--- config.mk ---
export PLATFORM = sky130hd
export DESIGN_NAME = regfile_scoreboard
export DESIGN_NICKNAME = d
export VERILOG_FILES = /design/src/rtl/regfile_scoreboard.sv
export SDC_FILE = /design/constraint.sdc
export NUM_CORES = 2
export LEC_CHECK = 0
export ABC_AREA = 0
export CAP_MARGIN = 20
export CORE_ASPECT_RATIO = 0.9
export CORE_MARGIN = 4
export CORE_UTILIZATION = 45
export CTS_BUF_LIST = sky130_fd_sc_hd__clkbuf_2 sky130_fd_sc_hd__clkbuf_4 sky130_fd_sc_hd__clkbuf_8
export CTS_CLUSTER_DIAMETER = 50
export DETAILED_ROUTE_END_ITERATION = 8
export PLACE_DENSITY = 0.61
export SYNTH_ARGS = -nofsm -noshare
export SYNTH_HDL_FRONTEND = slang
export SYNTH_SLANG_ARGS = --single-unit
--- constraint.sdc ---
create_clock -name clk -period 76.5 [get_ports clk]
set_clock_uncertainty 0.15 [all_clocks]
set_input_delay 19.125 -clock clk [delete_from_list [all_inputs] [get_ports clk]]
set_output_delay 19.125 -clock clk [all_outputs]
set_load 0.02 [all_outputs]
--- src/rtl/regfile_scoreboard.sv ---
`default_nettype none
// ============================================================================
//  Module      : regfile_scoreboard
//  Description : Register file with two combinational read ports, one write
//                port and a per-register busy scoreboard. The scoreboard
//                tracks destinations that have been issued but not yet
//                written back, and keeps a running count of them.
//
//  Ports
//    clk          in   1            rising-edge clock
//    rst          in   1            asynchronous active-high reset
//    rs, rt       in   ADDR_WIDTH   read addresses
//    readData1/2  out  DATA_WIDTH   data at rs / rt
//    rs_busy      out  1            rs has a pending write
//    rt_busy      out  1            rt has a pending write
//    regWrite     in   1            writeback enable
//    rd           in   ADDR_WIDTH   writeback address
//    writeData    in   DATA_WIDTH   writeback data
//    issue_valid  in   1            mark issue_rd as pending
//    issue_rd     in   ADDR_WIDTH   destination being issued
//    busy_count   out  ADDR_WIDTH+1 number of busy registers
//
//  Revision    : 1.0  initial release
// ============================================================================
module regfile_scoreboard #(
    parameter int DATA_WIDTH = 32,
    parameter int ADDR_WIDTH = 5,
    parameter int ZERO_REG   = 1,
    parameter int BYPASS     = 1
) (
    input  logic                  clk,
    input  logic                  rst,
    input  logic [ADDR_WIDTH-1:0] rs,
    input  logic [ADDR_WIDTH-1:0] rt,
    output logic [DATA_WIDTH-1:0] readData1,
    output logic [DATA_WIDTH-1:0] readData2,
    output logic                  rs_busy,
    output logic                  rt_busy,
    input  logic                  regWrite,
    input  logic [ADDR_WIDTH-1:0] rd,
    input  logic [DATA_WIDTH-1:0] writeData,
    input  logic                  issue_valid,
    input  logic [ADDR_WIDTH-1:0] issue_rd,
    output logic [ADDR_WIDTH:0]   busy_count
);

    localparam int c_NUM_REGS = 2 ** ADDR_WIDTH;

    logic [DATA_WIDTH-1:0] r_regs [c_NUM_REGS];
    logic [c_NUM_REGS-1:0] r_busy;
    logic [ADDR_WIDTH:0]   r_busy_count;

    logic w_wr_en;      // write that actually lands in the array
    logic w_set;        // issue that actually sets a busy bit
    logic w_inc;
    logic w_dec;
    logic w_rd_hit_rs;
    logic w_rd_hit_rt;
    logic w_rs_zero;
    logic w_rt_zero;

    // Register 0 is hardwired only when ZERO_REG is set.
    assign w_rs_zero = (ZERO_REG != 0) && (rs == '0);
    assign w_rt_zero = (ZERO_REG != 0) && (rt == '0);

    assign w_wr_en = regWrite && !((ZERO_REG != 0) && (rd == '0));
    assign w_set   = issue_valid && !((ZERO_REG != 0) && (issue_rd == '0));

    // Count moves up only when a clear bit gets set, down only when a set bit
    // is cleared and not re-issued in the same cycle.
    assign w_inc = w_set && !r_busy[issue_rd];
    assign w_dec = regWrite && r_busy[rd] && !(w_set && (issue_rd == rd));

    // Forwarding is suppressed during reset so nothing leaks past the clear.
    assign w_rd_hit_rs = (BYPASS != 0) && !rst && regWrite && (rd == rs);
    assign w_rd_hit_rt = (BYPASS != 0) && !rst && regWrite && (rd == rt);

    // ---------------------------------------------------------------- storage
    always_ff @(posedge clk or posedge rst) begin
        if (rst) begin
            for (int i = 0; i < c_NUM_REGS; i++) begin
                r_regs[i] <= '0;
            end
        end else if (w_wr_en) begin
            r_regs[rd] <= writeData;
        end
    end

    // -------------------------------------------------------------- scoreboard
    always_ff @(posedge clk or posedge rst) begin
        if (rst) begin
            r_busy       <= '0;
            r_busy_count <= '0;
        end else begin
            // Clear first, then set, so a same-cycle issue wins.
            for (int i = 0; i < c_NUM_REGS; i++) begin
                if (w_set && (issue_rd == i[ADDR_WIDTH-1:0])) begin
                    r_busy[i] <= 1'b1;
                end else if (regWrite && (rd == i[ADDR_WIDTH-1:0])) begin
                    r_busy[i] <= 1'b0;
                end
            end
            r_busy_count <= r_busy_count
                          + {{ADDR_WIDTH{1'b0}}, w_inc}
                          - {{ADDR_WIDTH{1'b0}}, w_dec};
        end
    end

    // ------------------------------------------------------------ read ports
    always_comb begin
        readData1 = r_regs[rs];
        rs_busy   = r_busy[rs];
        if (w_rs_zero) begin
            readData1 = '0;
            rs_busy   = 1'b0;
        end else if (w_rd_hit_rs) begin
            readData1 = writeData;
            rs_busy   = 1'b0;
        end
    end

    always_comb begin
        readData2 = r_regs[rt];
        rt_busy   = r_busy[rt];
        if (w_rt_zero) begin
            readData2 = '0;
            rt_busy   = 1'b0;
        end else if (w_rd_hit_rt) begin
            readData2 = writeData;
            rt_busy   = 1'b0;
        end
    end

    assign busy_count = r_busy_count;

endmodule
`default_nettype wire

==> results.cfg <==
[outcome]
status = completed

[power_and_ir_drop]
switchingPower_mw = 0.493
p_int_mw = 1.22
combPwrFrac_pct = 21.4
peakVddDrop_uv = 18.4
pwr-share-seq_pct = 44.1
finalPower_mw = 1.71
power.share.clock_pct = 34.5
p_leak_nw = 27.9
switching_share_pct = 28.8
powerDensity_nw_per_um2 = 26.5

[cts]
cts_resized = 0
clockBufferDepth = 3
clock_sinks = 1062
clkTransAtPathRegs_ns = 0.06
cts_tree = done
holdBufCountCts = 0
clkLatencyLatePin_ns = 0.89
cts_made_buffers = 190
ctsRootBufferMaster = clkbuf_8
postCtsSetupBuffers = 0
htreeDepth = 4

[cells_and_area]
final_nets = 4098
final_util_pct = 50.7
area_growth_pct = 11.9
stdcell_area_um2 = 64500
drive_gt1_share_pct = 47.4

[timing]
final.period_utilization_pct = 56.1
grt_setup_unrepaired = no
finalSetupViolCount = 0
timing.final.max_slew_violations = 0
fin_setup_tns_ns = 0
period_minus_slack_ns = 42.88
max_freq_mhz = 23.3
tightest_slew_ns = 1.23
hold_viol_final = 0
max-slew-margin-rel_pct = 17.8

[logic_synthesis]
synth_area_um2 = 57600
synth.distinct_cells = 57
synth-main-ff-cell = dfrtp_1
synth.top_cells.by_area = dfrtp_1 46%, mux2_2 20%, mux4_2 16%, mux2i_1 4.3%, a22oi_1 1.6%
synth_edf_count = 0
synth-compound-area-share_pct = 6.19
yosys.area.top_type = dfrtp_1
synthArstFlopShare_pct = 100
ys_ff_latch = 1062
ys_seq_area_share_pct = 46.1
yosys.area_share.adder_pct = 0.165
yosys.area_share.simple_pct = 2.59
syn_inst = 4055
synth.area.mux_share_pct = 40.7
ys_warn_count = 0
synth_top_family_by_area = multiplexers
synth_xor_area_share_pct = 0.289
syn_nets = 4118
avgSynthCellArea_um2 = 14.2
yosysTopAreaCellShare_pct = 46.1

[floorplan]
coreArea_um2 = 127000
start_util_pct = 45.3
die_h_um = 347
num_rows = 124
dieWidth_um = 385
die_area_um2 = 134000
ioPinCount = 128

[global_routing]
grt_pass1_vias = 39700
grt_use_met1_pct = 42.3
antenna_found_initial = 5
grt_max_degree = 144
track_usage_pct = 30.0
grt_use_met3_pct = 7.08
met2_usage_pct = 45.1
top_usage_layer = met2
grt.overflow.total = 0
grt_pass1_wl_um = 291000

[placement]
dpl_cell_area_um2 = 60100
place.gp.congestion = 0.798
dpl.hpwl_um = 107000
port_buffers = 127

[job]
drv_cap = 0

[detailed_routing]
num_vias = 39500
vias_per_cell = 6.69
firstDrtPassIters = 5
post_drt_wl_per_cell_um = 34.1
drc = 0
drtIter0Drc = 4572
ant_nets = 0
routed_wl_um = 201000

[worst_setup_path]
worst-endpoint-required_ns = 57.22
worst_setup_path_start_kind = input port
path_class = input port to output port
cp_slowest_cell = buf_4
cp_slowest_stage_delay_ns = 0.76
r2r_start = r_busy[11]
endpoint_kind = output port
crit_path_frequent_cell = buf_4
path_cells = buf_8 > buf_4 > buf_4 > and2_1 > nand2_1 > nand3_1 > o41ai_1 > o21ai_0 > clkdlybuf4s50_1
r2r_setup_slack_ns = 73.06
cp_max_fo = 64
crit_start = rs[0]
worst_ep_arrival_time_ns = 23.61

[min_path]
holdCritStartpoint = r_regs[1017]
hp-class = flop to flop
[area by class of cell]
type                       instances  area [um^2]
fill                           10800        62600
timing repair buffer             253         2330
clock inverter                    43          394
antenna                            6         15.0
clock buffer                     304         3850
sequential                      1062        26600
multi-input combinational       2501        29000
tap                             1701         2130
inverter                          27          109
[metrics by stage]
step,hold slack [ns],cells,worst slack [ns]
2_1_floorplan,0.291,4055,27.33
3_3_place_gp,0.228,5538,33.56
3_5_place_dp,0.234,5540,33.60
4_1_cts,0.247,5887,33.57
5_1_grt,0.258,5893,33.33
6_report,0.247,5897,33.62
[metal layers]
metal,part of all wire (%),vias up
li1,-,15600
met1,42,21300
met2,45,2062
met3,9.0,437
met4,3.7,4
met5,0.012,-
[synthesized netlist by cell type (8+ instances only)]
master    count
a21oi_1     102
nand2b_1     17
buf_4        21
and3_1        8
mux4_2      415
inv_1        26
a211oi_1     22
xnor2_1      15
nand3_1      50
nor3_1       40
mux2i_1     247
buf_2       169
buf_6        19
mux2_2     1031
o221ai_1     52
o41ai_1       8
nor2_1       26
buf_1        22
o22ai_1      54
a22o_1       80
clkbuf_1    234
a22oi_1     125
o21ai_0      18
dfrtp_1    1062
nor2b_1      27
nand2_1      81
a221oi_1     19
[power groups by stage]
stage | sequential (mW) | clock [mW] | combinational (mW)
floorplan | 0.737 | 0 | 0.279
global placement | 0.754 | 0 | 0.357
finish | 0.754 | 0.590 | 0.366
CTS | 0.749 | 0.600 | 0.365
global route | 0.766 | 0.625 | 0.391
detailed placement | 0.759 | 0 | 0.363
[cell families after synthesis]
| logic type | after synthesis |
|---|---|
| buf+inv | 492 |
| mux | 1693 |
| flops | 1062 |
| fa+ha+maj | 7 |
| simple gates | 287 |
| compound gates | 495 |
| xor+xnor | 19 |
[path summary, 6_finish.rpt]
kind / cells after the start / endpoint
max: 9 / readData1[31]
min: 0 / r_regs[1017]
max reg2reg: 12 / busy_count[4]
min reg2reg: 0 / r_regs[1017]
max in group asynchronous: 5 / r_regs[681]
min in group asynchronous: 2 / r_regs[458]
[state kept, by name (all words and copies together) (netlist names)]
signal and count:
busy_count 6, r_busy 32, r_regs 1024
[worst max-delay path, delay by kind of cell]
| kind | cells | cell delay, ns |
|---|---|---|
| buffers and inverters | 4 | 2.76 |
| and+or+nand+nor | 3 | 0.89 |
| AOI/OAI and AO/OA | 2 | 0.71 |
[placed cells by master, fill, tap and decap left out, drive strengths merged, types with 19 or more instances in the layout]
master	synthesis	final
dfrtp	1062	1062
mux2	1031	1031
mux4	415	415
clkbuf	234	304
mux2i	247	247
buf	231	135
a22oi	125	125
clkdlybuf4s50	0	118
a21oi	102	102
nand2	81	81
a22o	80	80
o22ai	54	54
o221ai	52	52
nand3	50	50
nor3	44	44
inv	26	32
nor2b	27	27
nor2	26	26
clkinv	1	25
a211oi	22	22
a221oi	19	19
Note: power is estimated with default switching activity, not from simulation.
